==> config.mk <==
export PLATFORM = sky130hd
export DESIGN_NAME = game_state_rx
export DESIGN_NICKNAME = d
export VERILOG_FILES = /design/src/rtl/game_link_pkg.sv /design/src/rtl/uart_rx_byte.sv /design/src/rtl/game_state_rx.sv
export SDC_FILE = /design/constraint.sdc
export NUM_CORES = 1
export LEC_CHECK = 0
export CAP_MARGIN = 20
export CORE_MARGIN = 3
export CORE_UTILIZATION = 40
export CTS_BUF_LIST = sky130_fd_sc_hd__clkbuf_4 sky130_fd_sc_hd__clkbuf_8
export DETAILED_ROUTE_END_ITERATION = 8
export SYNTH_ARGS = -nofsm -noshare
export SYNTH_HDL_FRONTEND = slang
export SYNTH_SLANG_ARGS = --single-unit
==> constraint.sdc <==
create_clock -name clk -period 2.77 [get_ports clk]
set_input_delay 0.554 -clock clk [delete_from_list [all_inputs] [get_ports clk]]
set_output_delay 0.554 -clock clk [all_outputs]
set_load 0.03 [all_outputs]
==> src/rtl/game_link_pkg.sv <==
// Shared definitions for the game-state UART link (receiver here, packer on the transmit board).
// Holds packet framing constants, flag bit positions, FSM state types, the decoded state record
// and the payload unpacking helper used when a packet is accepted.
package game_link_pkg;

   localparam logic [7:0] PKT_HEADER = 8'hA5;
   localparam int PKT_LEN = 10;

   // Bit positions inside payload byte B8
   localparam int FLAG_ENDGAME    = 2;
   localparam int FLAG_WHISTLE    = 1;
   localparam int FLAG_LAST_TOUCH = 0;

   typedef enum logic [1:0] {RX_IDLE, RX_START, RX_DATA, RX_STOP} rx_state_t;
   typedef enum logic [1:0] {PK_HUNT, PK_PAYLOAD, PK_CHECK} pkt_state_t;

   typedef struct packed {
      logic [11:0] pl1_posx;
      logic [11:0] pl1_posy;
      logic [11:0] ball_xpos;
      logic [11:0] ball_ypos;
      logic [3:0]  score_pl1;
      logic [3:0]  score_pl2;
      logic        endgame;
      logic        last_touch;
   } game_state_t;

   // pl[0] holds B1 ... pl[7] holds B8
   function automatic game_state_t unpack_payload(input logic [7:0][7:0] pl);
      game_state_t s;
      s.pl1_posx   = {pl[0], pl[1][7:4]};
      s.pl1_posy   = {pl[1][3:0], pl[2]};
      s.ball_xpos  = {pl[3], pl[4][7:4]};
      s.ball_ypos  = {pl[4][3:0], pl[5]};
      s.score_pl1  = pl[6][7:4];
      s.score_pl2  = pl[6][3:0];
      s.endgame    = pl[7][FLAG_ENDGAME];
      s.last_touch = pl[7][FLAG_LAST_TOUCH];
      return s;
   endfunction

endpackage

==> src/rtl/uart_rx_byte.sv <==
// 8N1 UART byte receiver: 2-FF synchronizer, falling-edge start detect, mid-bit sampling.
// Ports: clk, rst_n (sync, active-low), rx (async line) -> byte_data, byte_valid (1-cycle),
// frame_err (1-cycle, stop bit sampled low; byte dropped). No backpressure: bytes are pulses.
module uart_rx_byte
   import game_link_pkg::*;
#(
   parameter int CLKS_PER_BIT = 564
) (
   input  logic       clk,
   input  logic       rst_n,
   input  logic       rx,
   output logic [7:0] byte_data,
   output logic       byte_valid,
   output logic       frame_err
);

   localparam int CW = $clog2(CLKS_PER_BIT);
   localparam logic [CW-1:0] CNT_FULL = CW'(CLKS_PER_BIT - 1);
   localparam logic [CW-1:0] CNT_HALF = CW'(CLKS_PER_BIT / 2 - 1);

   rx_state_t state_q, state_d;
   logic [CW-1:0] cnt_q, cnt_d;
   logic [2:0] bit_q, bit_d;
   logic [7:0] shift_q, shift_d;
   logic [7:0] data_q, data_d;
   logic valid_q, valid_d;
   logic ferr_q, ferr_d;
   logic rx_meta_q, rx_sync_q, rx_prev_q;

   always_comb begin
      state_d = state_q;
      cnt_d   = cnt_q;
      bit_d   = bit_q;
      shift_d = shift_q;
      data_d  = data_q;
      valid_d = 1'b0;
      ferr_d  = 1'b0;
      case (state_q)
         RX_IDLE: begin
            cnt_d = '0;
            // Edge detect rather than level so a low line after a bad stop bit does not retrigger
            if (rx_prev_q && !rx_sync_q) state_d = RX_START;
         end
         RX_START: begin
            if (cnt_q == CNT_HALF) begin
               cnt_d = '0;
               bit_d = '0;
               state_d = rx_sync_q ? RX_IDLE : RX_DATA;
            end else begin
               cnt_d = cnt_q + 1'b1;
            end
         end
         RX_DATA: begin
            if (cnt_q == CNT_FULL) begin
               cnt_d   = '0;
               shift_d = {rx_sync_q, shift_q[7:1]};
               if (bit_q == 3'd7) state_d = RX_STOP;
               else bit_d = bit_q + 1'b1;
            end else begin
               cnt_d = cnt_q + 1'b1;
            end
         end
         RX_STOP: begin
            if (cnt_q == CNT_FULL) begin
               cnt_d   = '0;
               state_d = RX_IDLE;
               if (rx_sync_q) begin
                  valid_d = 1'b1;
                  data_d  = shift_q;
               end else begin
                  ferr_d = 1'b1;
               end
            end else begin
               cnt_d = cnt_q + 1'b1;
            end
         end
         default: state_d = RX_IDLE;
      endcase
   end

   always_ff @(posedge clk) begin
      if (!rst_n) begin
         state_q   <= RX_IDLE;
         cnt_q     <= '0;
         bit_q     <= '0;
         shift_q   <= '0;
         data_q    <= '0;
         valid_q   <= 1'b0;
         ferr_q    <= 1'b0;
         rx_meta_q <= 1'b1;
         rx_sync_q <= 1'b1;
         rx_prev_q <= 1'b1;
      end else begin
         state_q   <= state_d;
         cnt_q     <= cnt_d;
         bit_q     <= bit_d;
         shift_q   <= shift_d;
         data_q    <= data_d;
         valid_q   <= valid_d;
         ferr_q    <= ferr_d;
         rx_meta_q <= rx;
         rx_sync_q <= rx_meta_q;
         rx_prev_q <= rx_sync_q;
      end
   end

   assign byte_data  = data_q;
   assign byte_valid = valid_q;
   assign frame_err  = ferr_q;

endmodule

==> src/rtl/game_state_rx.sv <==
// Remote-board game-state receiver: UART bytes -> 10-byte packet -> atomically updated outputs.
// Ports: clk, rst_n, rx in; player/ball positions, scores, flags, whistle_play/pkt_valid/pkt_err pulses out.
// Latency: pkt_valid one clock after the checksum byte's byte_valid. No backpressure: line-rate input.
module game_state_rx
   import game_link_pkg::*;
#(
   parameter int CLK_HZ       = 65_000_000,
   parameter int BAUD         = 115_200,
   parameter int TIMEOUT_CLKS = 65_000
) (
   input  logic        clk,
   input  logic        rst_n,
   input  logic        rx,
   output logic [11:0] pl1_posx,
   output logic [11:0] pl1_posy,
   output logic [11:0] ball_xpos,
   output logic [11:0] ball_ypos,
   output logic [3:0]  score_pl1,
   output logic [3:0]  score_pl2,
   output logic        endgame,
   output logic        last_touch,
   output logic        whistle_play,
   output logic        pkt_valid,
   output logic        pkt_err
);

   localparam int CLKS_PER_BIT = CLK_HZ / BAUD;
   localparam int TW = $clog2(TIMEOUT_CLKS + 1);
   localparam logic [TW-1:0] GAP_LAST = TW'(TIMEOUT_CLKS - 1);

   logic [7:0] byte_data;
   logic byte_valid, frame_err;

   uart_rx_byte #(.CLKS_PER_BIT(CLKS_PER_BIT)) u_rx (
      .clk        (clk),
      .rst_n      (rst_n),
      .rx         (rx),
      .byte_data  (byte_data),
      .byte_valid (byte_valid),
      .frame_err  (frame_err)
   );

   pkt_state_t state_q, state_d;
   logic [3:0] idx_q, idx_d;
   logic [7:0][7:0] shadow_q, shadow_d;
   logic [7:0] xor_q, xor_d;
   logic [TW-1:0] gap_q, gap_d;
   game_state_t outs_q, outs_d;
   logic valid_q, valid_d, err_q, err_d, whistle_q, whistle_d;

   always_comb begin
      state_d   = state_q;
      idx_d     = idx_q;
      shadow_d  = shadow_q;
      xor_d     = xor_q;
      gap_d     = gap_q;
      outs_d    = outs_q;
      valid_d   = 1'b0;
      err_d     = 1'b0;
      whistle_d = 1'b0;
      case (state_q)
         PK_HUNT: begin
            gap_d = '0;
            if (byte_valid && byte_data == PKT_HEADER) begin
               state_d = PK_PAYLOAD;
               idx_d   = 4'd1;
               xor_d   = '0;
            end
         end
         PK_PAYLOAD, PK_CHECK: begin
            if (frame_err) begin
               err_d   = 1'b1;
               state_d = PK_HUNT;
            end else if (byte_valid) begin
               gap_d = '0;
               if (state_q == PK_PAYLOAD) begin
                  // Header value is ordinary data here; no resync inside a packet
                  shadow_d[3'(idx_q - 4'd1)] = byte_data;
                  xor_d = xor_q ^ byte_data;
                  if (idx_q == 4'd8) state_d = PK_CHECK;
                  else idx_d = idx_q + 4'd1;
               end else begin
                  state_d = PK_HUNT;
                  if (byte_data == xor_q) begin
                     outs_d    = unpack_payload(shadow_q);
                     valid_d   = 1'b1;
                     whistle_d = shadow_q[7][FLAG_WHISTLE];
                  end else begin
                     err_d = 1'b1;
                  end
               end
            end else if (gap_q == GAP_LAST) begin
               err_d   = 1'b1;
               state_d = PK_HUNT;
            end else begin
               gap_d = gap_q + 1'b1;
            end
         end
         default: state_d = PK_HUNT;
      endcase
   end

   always_ff @(posedge clk) begin
      if (!rst_n) begin
         state_q   <= PK_HUNT;
         idx_q     <= '0;
         shadow_q  <= '0;
         xor_q     <= '0;
         gap_q     <= '0;
         outs_q    <= '0;
         valid_q   <= 1'b0;
         err_q     <= 1'b0;
         whistle_q <= 1'b0;
      end else begin
         state_q   <= state_d;
         idx_q     <= idx_d;
         shadow_q  <= shadow_d;
         xor_q     <= xor_d;
         gap_q     <= gap_d;
         outs_q    <= outs_d;
         valid_q   <= valid_d;
         err_q     <= err_d;
         whistle_q <= whistle_d;
      end
   end

   assign pl1_posx     = outs_q.pl1_posx;
   assign pl1_posy     = outs_q.pl1_posy;
   assign ball_xpos    = outs_q.ball_xpos;
   assign ball_ypos    = outs_q.ball_ypos;
   assign score_pl1    = outs_q.score_pl1;
   assign score_pl2    = outs_q.score_pl2;
   assign endgame      = outs_q.endgame;
   assign last_touch   = outs_q.last_touch;
   assign whistle_play = whistle_q;
   assign pkt_valid    = valid_q;
   assign pkt_err      = err_q;

endmodule

==> results.sh, run 1 <==
export IMPL_path_cells="nor2b_1, a2111oi_2, nand4_1, nor3_4, buf_12, mux2i_1"
export IMPL_dr_first_iter_drc_count=256
export IMPL_cts_tree="done"
export IMPL_period_share_pct=85.21
export IMPL_die_width_um=144.6
export IMPL_p_clk_share_pct=41.7
export IMPL_placementRows=50
export IMPL_holdBufCountCts=0
export IMPL_yosysWarnings=0
export IMPL_cpLargestDelayFamily="flip-flops"
export IMPL_cp_slowest_stage_delay_ns=0.70
export IMPL_synth_area_leaders="dfxtp_1 (48%), mux2i_1 (16%), nand2_1 (7.8%), nor2_1 (5.1%), ha_1 (2.0%)"
export IMPL_die_area_mm2=0.02090
export IMPL_drc=0
export IMPL_netlist_instances=831
export IMPL_pwr_share_seq_pct=56.9
export IMPL_drv_slew=0
export IMPL_finClkSkew_ns=0.01335
export IMPL_vias=5556
export IMPL_clk_pin_slew_ns=0.09
export IMPL_die_height_um=144.6
export IMPL_synth_most_common_cell="dfxtp_1"
export IMPL_synth_top_cell_area_share_pct=48.48
export IMPL_ys_types=58
export IMPL_netlist_top_cells_count="dfxtp_1 (186), nand2_1 (159), mux2i_1 (125), nor2_1 (105), clkbuf_1 (36)"
export IMPL_clockBufferDepth=2
export IMPL_core_area_mm2=0.01877
export IMPL_wl_per_cell_um=14.19
export IMPL_cts_setup_buffers=0
export IMPL_diodes=0
export IMPL_r2r_setup_slack_ns=0.41
export IMPL_r2r_end="pl1_posx[5]"
export IMPL_grt_pass1_vias=5316
export IMPL_final_util_pct=47.82
export IMPL_setup_viol_count_final=0
export IMPL_antenna_found_initial=0
export IMPL_synth_ff_latch_count=186
export IMPL_ant_nets=0
export IMPL_hold_viol=0
export IMPL_dr_pass1_iters=4
export IMPL_nets=894
export IMPL_grt_max_degree=110
export IMPL_synthesis_area_mm2=0.007680
export IMPL_r2r_cells=6
export IMPL_setup_tns_ns=0
export IMPL_gr_total_overflow=0
export IMPL_cp_end_kind="register"
export IMPL_max_vdd_ir_drop_v=0.0003985
export IMPL_rsz0062_at_grt="no"
export IMPL_cts_root_buffer_cell="clkbuf_8"
export IMPL_status="complete, no violations"
export IMPL_cts_htree_levels=4
export IMPL_critPathKind="reg2reg"
export IMPL_synthArstFlopShare_pct=0
export IMPL_synth_flop_cell="dfxtp_1"
export IMPL_fmax_ghz=0.4237
export IMPL_arrival_ns=2.73
export IMPL_combPwrFrac_pct=1.4
export IMPL_cts_sinks=186
export IMPL_routed_wl_mm=15.95
export IMPL_avgViaCountPerCell=4.943
export IMPL_crit_fanout=31
export IMPL_start_util_pct=40.92
export IMPL_reg2reg_from="u_rx.byte_data[2]"
export IMPL_areaGrowthSynthToFinish_pct=16.86
export IMPL_powerDensity_mw_per_mm2=524.5
export IMPL_min_path_type="reg2reg"
export IMPL_syn_nets=846
export IMPL_switching_share_pct=20.38
export IMPL_min_path_cells=1
export IMPL_critPathLaunch="u_rx.byte_data[2]"
export IMPL_p_leak_nw=3.043
export IMPL_slew_headroom_pct=49.28
export IMPL_syn_area_per_cell_um2=9.242
export IMPL_seq_area_frac_synth_pct=48.48
export IMPL_ios=64
export IMPL_worstMarginPinSlew_ns=0.7607
export IMPL_post_cts_resize_count=0
export IMPL_place_gp_congestion=0.8180
export IMPL_fin_crit_ns=2.360
export IMPL_required_ns=3.14
export IMPL_synth_edf_count=0
export IMPL_cap_violations=0
export IMPL_grt_total_usage_pct=16.05
export IMPL_internal_power_mw=3.748
export IMPL_min_delay_start="u_rx.rx_meta_q"
export IMPL_slowest_stage="dfxtp_1"
export IMPL_start_kind="register"
export IMPL_drive_gt1_share_pct=7.303
export IMPL_io_buffers=63
export IMPL_cts_made_buffers=17
export IMPL_p_switching_mw=0.9594
export IMPL_crit_buf_inv=1
export IMPL_synth_top_area_cell="dfxtp_1"
export IMPL_dp_hpwl_mm=10.36
export IMPL_clkLatencyLatePin_ns=0.46
export IMPL_grt_first_pass_wirelength_mm=26.97
export IMPL_min_to="u_rx.rx_sync_q"
-- cell type report --
| type | instances | area, µm² |
|---|---|---|
| clock buffers | 23 | 291.5 |
| clock inverters | 7 | 141.4 |
| fillers | 1813 | 9793 |
| inverters | 15 | 56.30 |
| multi-input cells | 582 | 3699 |
| flip-flops and latches | 186 | 3724 |
| well taps | 234 | 292.8 |
| repair buffers | 77 | 770.7 |
-- state kept, by name, summed over array words and instances (netlist names), 8 cells and up, named ones only --
register,flops
ball_xpos,12
ball_ypos,12
gap_q,16
pl1_posx,12
pl1_posy,12
shadow_q,59
u_rx.byte_data,8
u_rx.cnt_q,10
u_rx.shift_q,8
xor_q,8
-- cell usage in the layout, fill, tap and decap left out, types with 13 or more instances in the layout --
cell type        netlist  final
nand2_1              159    159
nand4_1               14     14
clkbuf_8               0     19
clkdlybuf4s50_1        0     62
inv_1                 14     13
o21ai_0               20     20
xor2_1                13     13
xnor2_1               14     14
a21oi_1               15     15
nor2_1               105    105
nand3_1               22     22
mux2i_1              125    125
dfxtp_1              186    186
-- power by group through the flow --
stage	logic, mW	clock network [mW]	registers [mW]
2_1_floorplan	0.0528	0	2.74
3_3_place_gp	0.0697	0	2.74
3_5_place_dp	0.0691	0	2.74
4_1_cts	0.0691	2.02	2.68
5_1_grt	0.0755	2.13	2.68
6_report	0.0673	1.96	2.68
-- worst max path at each step --
stage / to / slack, ns / cells after the start
5_1_grt: shadow_q[23] / 0.28 / 7
6_report: pl1_posx[5] / 0.41 / 6
3_5_place_dp: pl1_posx[5] / 0.45 / 6
3_3_place_gp: ball_xpos[7] / 0.53 / 6
4_1_cts: pl1_posx[5] / 0.42 / 6
2_1_floorplan: shadow_q[0] / 0.57 / 7
-- cells by family after synthesis --
kind of cell / share of synthesized area [%]
XOR/XNOR: 3.291
multiplexers: 16.44
AO/OA/AOI/OAI: 4.627
AND/OR/NAND/NOR: 21.77
flip-flops: 48.48
adder cells (fa/ha/maj): 1.955
buffers and inverters: 3.438
-- routing by layer --
| layer | GRT usage (%) | wire length, µm | vias to the layer above |
|---|---|---|---|
| met5 | 0 | 0 | - |
| met4 | 4.075 | 166 | 0 |
| met3 | 3.968 | 639 | 9 |
| met2 | 23.92 | 6821 | 93 |
| met1 | 23.33 | 8325 | 2578 |
| li1 | - | - | 2876 |
-- through the flow --
step	std cells	power [mW]	hold WS, ns	cell area (µm²)	worst slack, ns
6_report	1124	4.707	0.4204	8975	0.4097
4_1_cts	1124	4.771	0.4239	8975	0.4154
3_5_place_dp	1094	2.810	0.4062	8542	0.4490
5_1_grt	1124	4.886	0.4347	8975	0.2785
3_3_place_gp	1094	2.810	0.4029	8542	0.5307
2_1_floorplan	831	2.791	0.3863	7680	0.5722
No activity file was read; power rests on OpenSTA's default activity.
==> run 2, diff against run 1 <==
- CTS_BUF_LIST: sky130_fd_sc_hd__clkbuf_4 sky130_fd_sc_hd__clkbuf_8 -> sky130_fd_sc_hd__clkbuf_8
==> results.sh, run 2 (same netlist as run 1, synthesis figures left out) <==
export IMPL_n_fill_cell=1818
export IMPL_critPathKind="reg2reg"
export IMPL_worstMarginPinSlew_ns=0.7581
export IMPL_post_cts_resize_count=0
export IMPL_clockBufferDepth=2
export IMPL_clkLatencyLatePin_ns=0.46
export IMPL_cts_sinks=186
export IMPL_hold_viol=0
export IMPL_setup_viol_count_final=0
export IMPL_ant_nets=0
export IMPL_cts_made_buffers=17
export IMPL_cts_root_buffer_cell="clkbuf_8"
export IMPL_place_gp_congestion=0.8180
export IMPL_nets=894
export IMPL_regMostFlops="shadow_q"
export IMPL_die_height_um=144.6
export IMPL_grt_max_degree=110
export IMPL_r2r_cells=6
export IMPL_reg2reg_from="u_rx.byte_data[2]"
export IMPL_pre_cts_slack_ns=0.4490
export IMPL_cap_violations=0
export IMPL_final_cell_mix="dfxtp_1 (186), nand2_1 (159), mux2i_1 (125)"
export IMPL_start_util_pct=40.92
export IMPL_start_kind="register"
export IMPL_slew_headroom_pct=49.46
export IMPL_dr_pass1_iters=5
export IMPL_vias=5554
export IMPL_max_vdd_ir_drop_v=0.0003964
export IMPL_finClkSkew_ns=0.01426
export IMPL_diodes=0
export IMPL_min_delay_start="u_rx.rx_meta_q"
export IMPL_clk_pin_slew_ns=0.09
export IMPL_dr_first_iter_drc_count=266
export IMPL_multi_input_area_mm2=0.003699
export IMPL_timing_final_ws_setup_ns=0.4106
export IMPL_avgViaCountPerCell=4.941
export IMPL_cts_tree="done"
export IMPL_core_area_mm2=0.01877
export IMPL_r2r_end="pl1_posx[5]"
export IMPL_min_to="u_rx.rx_sync_q"
export IMPL_grt_pass1_vias=5320
export IMPL_io_buffers=63
export IMPL_reg_top3="shadow_q: 59 flops, gap_q: 16 flops"
export IMPL_arrival_ns=2.73
export IMPL_required_ns=3.14
export IMPL_internal_power_mw=3.694
export IMPL_drc=0
export IMPL_antenna_found_initial=0
export IMPL_p_clk_share_pct=41.0
export IMPL_cts_setup_buffers=0
export IMPL_die_area_mm2=0.02090
export IMPL_period_share_pct=85.18
export IMPL_placementRows=50
export IMPL_cp_end_kind="register"
export IMPL_holdBufCountCts=0
export IMPL_switching_share_pct=20.64
export IMPL_ios=64
export IMPL_grt_total_usage_pct=16.06
export IMPL_status="complete, no violations"
export IMPL_setup_tns_ns=0
export IMPL_combPwrFrac_pct=1.4
export IMPL_grt_first_pass_wirelength_mm=26.98
export IMPL_die_width_um=144.6
export IMPL_cts_htree_levels=4
export IMPL_min_path_type="reg2reg"
export IMPL_largest_reg_flops=59
export IMPL_p_switching_mw=0.9610
export IMPL_drv_slew=0
export IMPL_areaGrowthSynthToFinish_pct=16.67
export IMPL_drive_gt1_share_pct=6.854
export IMPL_crit_fanout=31
export IMPL_fmax_ghz=0.4238
export IMPL_p_leak_nw=3.046
export IMPL_fin_crit_ns=2.359
export IMPL_min_path_cells=1
export IMPL_wl_per_cell_um=14.23
export IMPL_pwr_share_seq_pct=57.5
export IMPL_dp_hpwl_mm=10.36
export IMPL_final_common_cell="dfxtp_1"
export IMPL_seq_area_mm2=0.003724
export IMPL_powerDensity_mw_per_mm2=519.5
export IMPL_r2r_setup_slack_ns=0.41
export IMPL_rsz0062_at_grt="no"
export IMPL_routed_wl_mm=15.99
export IMPL_gr_total_overflow=0
-- run 2: worst max path at each step --
stage	from	endpoint	slack, ns
CTS	u_rx.byte_data[2]	pl1_posx[5]	0.42
floorplan	idx_q[0]	shadow_q[0]	0.57
global placement	u_rx.byte_data[2]	ball_xpos[7]	0.53
finish	u_rx.byte_data[2]	pl1_posx[5]	0.41
global route	state_q[1]	shadow_q[23]	0.28
detailed placement	u_rx.byte_data[2]	pl1_posx[5]	0.45
-- run 2: per-layer routing --
metal | vias to the layer above | global-route usage [%] | part of all wire (%)
li1 | 2875 | - | -
met1 | 2581 | 23.33 | 52
met2 | 88 | 23.95 | 43
met3 | 10 | 3.968 | 3.5
met4 | 0 | 4.075 | 1.1
met5 | - | 0 | 0
-- run 2: area by class of cell --
class | count | share of cell area (%)
sequential | 186 | 41.56
multi-input combinational | 582 | 41.28
timing repair buffer | 77 | 8.602
tap | 234 | 3.268
clock buffer | 19 | 2.919
clock inverter | 11 | 1.746
inverter | 15 | 0.6284
-- run 2: metrics by stage --
stage,hold slack (ns),instance area (µm²),power [mW],utilization (%),cells
finish,0.4211,8960,4.655,47.74,1124
global route,0.4345,8960,4.834,47.74,1124
CTS,0.4237,8960,4.719,47.74,1124
detailed placement,0.4062,8542,2.810,45.51,1094
global placement,0.4029,8542,2.810,45.51,1094
floorplan,0.3863,7680,2.791,-,831
-- run 2: power by group through the flow --
stage	Clock, mW	Sequential, mW	Combinational [mW]
after floorplan	0	2.74	0.0528
after global placement	0	2.74	0.0697
after detailed placement	0	2.74	0.0691
after CTS	1.97	2.68	0.0691
after global routing	2.08	2.68	0.0755
final	1.91	2.68	0.0675
-- run 2: critical path, stage by stage, from the launching register on --
cell and delay (ns):
dfxtp_1 0.70, nor2b_1 0.13, a2111oi_2 0.37, nand4_1 0.25
nor3_4 0.28, buf_12 0.29, mux2i_1 0.24
==> run 3, diff against run 2 <==
- CORE_UTILIZATION: 40 -> 50
- GPL_TIMING_DRIVEN: not set -> 1
- PLACE_DENSITY: not set -> 0.7
==> results.sh, run 3 (same netlist as run 1, synthesis figures left out) <==
export IMPL_status="complete, no violations"
export IMPL_cts_tree="done"
export IMPL_rsz0062_at_grt="no"
export IMPL_nets=893
export IMPL_grt_max_degree=70
export IMPL_crit_fanout=47
export IMPL_cts_htree_levels=4
export IMPL_clkLatencyLatePin_ns=0.46
export IMPL_p_leak_nw=3.014
export IMPL_r2r_setup_slack_ns=0.35
export IMPL_cts_made_buffers=17
export IMPL_switching_share_pct=21.94
export IMPL_cts_setup_buffers=0
export IMPL_ant_nets=0
export IMPL_diodes=0
export IMPL_worstMarginPinSlew_ns=0.7081
export IMPL_cp_end_kind="register"
export IMPL_grt_pass1_vias=5567
export IMPL_drive_gt1_share_pct=7.183
export IMPL_grt_first_pass_wirelength_mm=26.98
export IMPL_hold_viol=0
export IMPL_start_util_pct=52.05
export IMPL_max_vdd_ir_drop_v=0.0004579
export IMPL_period_share_pct=87.38
export IMPL_combPwrFrac_pct=1.4
export IMPL_arrival_ns=2.80
export IMPL_place_area_mm2=0.008447
export IMPL_dp_hpwl_mm=10.77
export IMPL_path_cells="nor2b_1, a2111oi_2, nand4_1, nor3_4, buf_12, mux2i_1"
export IMPL_cp_slowest_stage_delay_ns=0.77
export IMPL_grt_total_usage_pct=19.65
export IMPL_setup_viol_count_final=0
export IMPL_antenna_found_initial=0
export IMPL_pwr_share_seq_pct=58.0
export IMPL_powerDensity_mw_per_mm2=520.9
export IMPL_setup_tns_ns=0
export IMPL_die_area_mm2=0.01688
export IMPL_required_ns=3.15
export IMPL_drc=0
export IMPL_io_buffers=63
export IMPL_ios=64
export IMPL_slowest_stage="dfxtp_1"
export IMPL_areaGrowthSynthToFinish_pct=15.46
export IMPL_cpLargestDelayFamily="flip-flops"
export IMPL_design_area_mm2=0.008867
export IMPL_clk_pin_slew_ns=0.09
export IMPL_cap_violations=0
export IMPL_placementRows=44
export IMPL_gr_total_overflow=0
export IMPL_p_switching_mw=1.013
export IMPL_min_path_type="reg2reg"
export IMPL_slew_headroom_pct=52.79
export IMPL_clockBufferDepth=2
export IMPL_fmax_ghz=0.4132
export IMPL_drv_slew=0
export IMPL_final_common_cell="dfxtp_1"
export IMPL_internal_power_mw=3.606
export IMPL_post_cts_resize_count=0
export IMPL_final_cell_mix="dfxtp_1 (186), nand2_1 (159), mux2i_1 (125)"
export IMPL_vias=5763
export IMPL_place_gp_congestion=0.8463
export IMPL_start_kind="register"
export IMPL_avgViaCountPerCell=5.361
export IMPL_finClkSkew_ns=0.01101
export IMPL_crit_buf_inv=1
export IMPL_core_area_mm2=0.01475
export IMPL_die_width_um=129.9
export IMPL_cts_sinks=186
export IMPL_largest_reg_flops=59
export IMPL_fin_crit_ns=2.420
export IMPL_die_height_um=129.9
export IMPL_dr_pass1_iters=6
export IMPL_wl_per_cell_um=14.75
export IMPL_cts_root_buffer_cell="clkbuf_8"
export IMPL_routed_wl_mm=15.85
export IMPL_reg_top3="shadow_q: 59 flops, gap_q: 16 flops"
export IMPL_p_clk_share_pct=40.6
export IMPL_regMostFlops="shadow_q"
export IMPL_critPathKind="reg2reg"
export IMPL_holdBufCountCts=0
export IMPL_dr_first_iter_drc_count=288
==> run 3: cell types whose count changed in the layout (fill, tap and decap cells not counted), sizes merged <==
| cell | before | now |
|---|---|---|
| clkinvlp | 1 | 5 |
| bufinv | 4 | 3 |
| buf | 15 | 14 |
| clkbuf | 19 | 18 |
==> run 3: power by group through the flow <==
stage	Clock (mW)	Sequential, mW	Combinational (mW)
floorplan	0	2.74	0.0528
global placement	0	2.74	0.0651
detailed placement	0	2.74	0.0654
CTS	1.93	2.68	0.0655
global route	2.03	2.68	0.0729
finish	1.88	2.68	0.0654
==> run 3: final cells by class <==
class	instances	area, µm²
flip-flops and latches	186	3724
clock buffers	18	247.7
inverters	15	56.30
fillers	1239	5887
multi-input cells	582	3699
repair buffers	76	738.2
clock inverters	14	172.7
well taps	184	230.2
==> run 3: metrics by stage <==
stage / std cells / power (mW) / utilization [%] / setup WS, ns / hold WS (ns)
3_5_place_dp: 1043 / 2.806 / 57.25 / 0.3577 / 0.3994
6_report: 1075 / 4.619 / 60.10 / 0.3497 / 0.4178
3_3_place_gp: 1043 / 2.805 / 57.25 / 0.4929 / 0.3986
2_1_floorplan: 831 / 2.791 / - / 0.5722 / 0.3863
5_1_grt: 1075 / 4.784 / 60.10 / 0.1541 / 0.4478
4_1_cts: 1075 / 4.675 / 60.10 / 0.3434 / 0.4215
==> run 3: worst paths after layout <==
path / start / endpoint / cells past startpoint
min: u_rx.rx_meta_q / u_rx.rx_sync_q / 1
min reg2reg: u_rx.rx_meta_q / u_rx.rx_sync_q / 1
max: u_rx.byte_data[5] / ball_xpos[2] / 6
max reg2reg: u_rx.byte_data[5] / ball_xpos[2] / 6
==> run 3: worst reg2reg max path, stage by stage, from the launching register on <==
cell and delay (ns):
dfxtp_1 0.77, nor2b_1 0.15, a2111oi_2 0.30, nand4_1 0.28, nor3_4 0.23, buf_12 0.33
mux2i_1 0.28
==> run 3: metal layers <==
| metal | vias to the layer above | GRT usage [%] | routed length, µm |
|---|---|---|---|
| met5 | - | 0 | 0 |
| met4 | 0 | 7.029 | 308 |
| met3 | 31 | 3.848 | 662 |
| met2 | 128 | 32.33 | 7370 |
| met1 | 2726 | 25.87 | 7511 |
| li1 | 2878 | - | - |
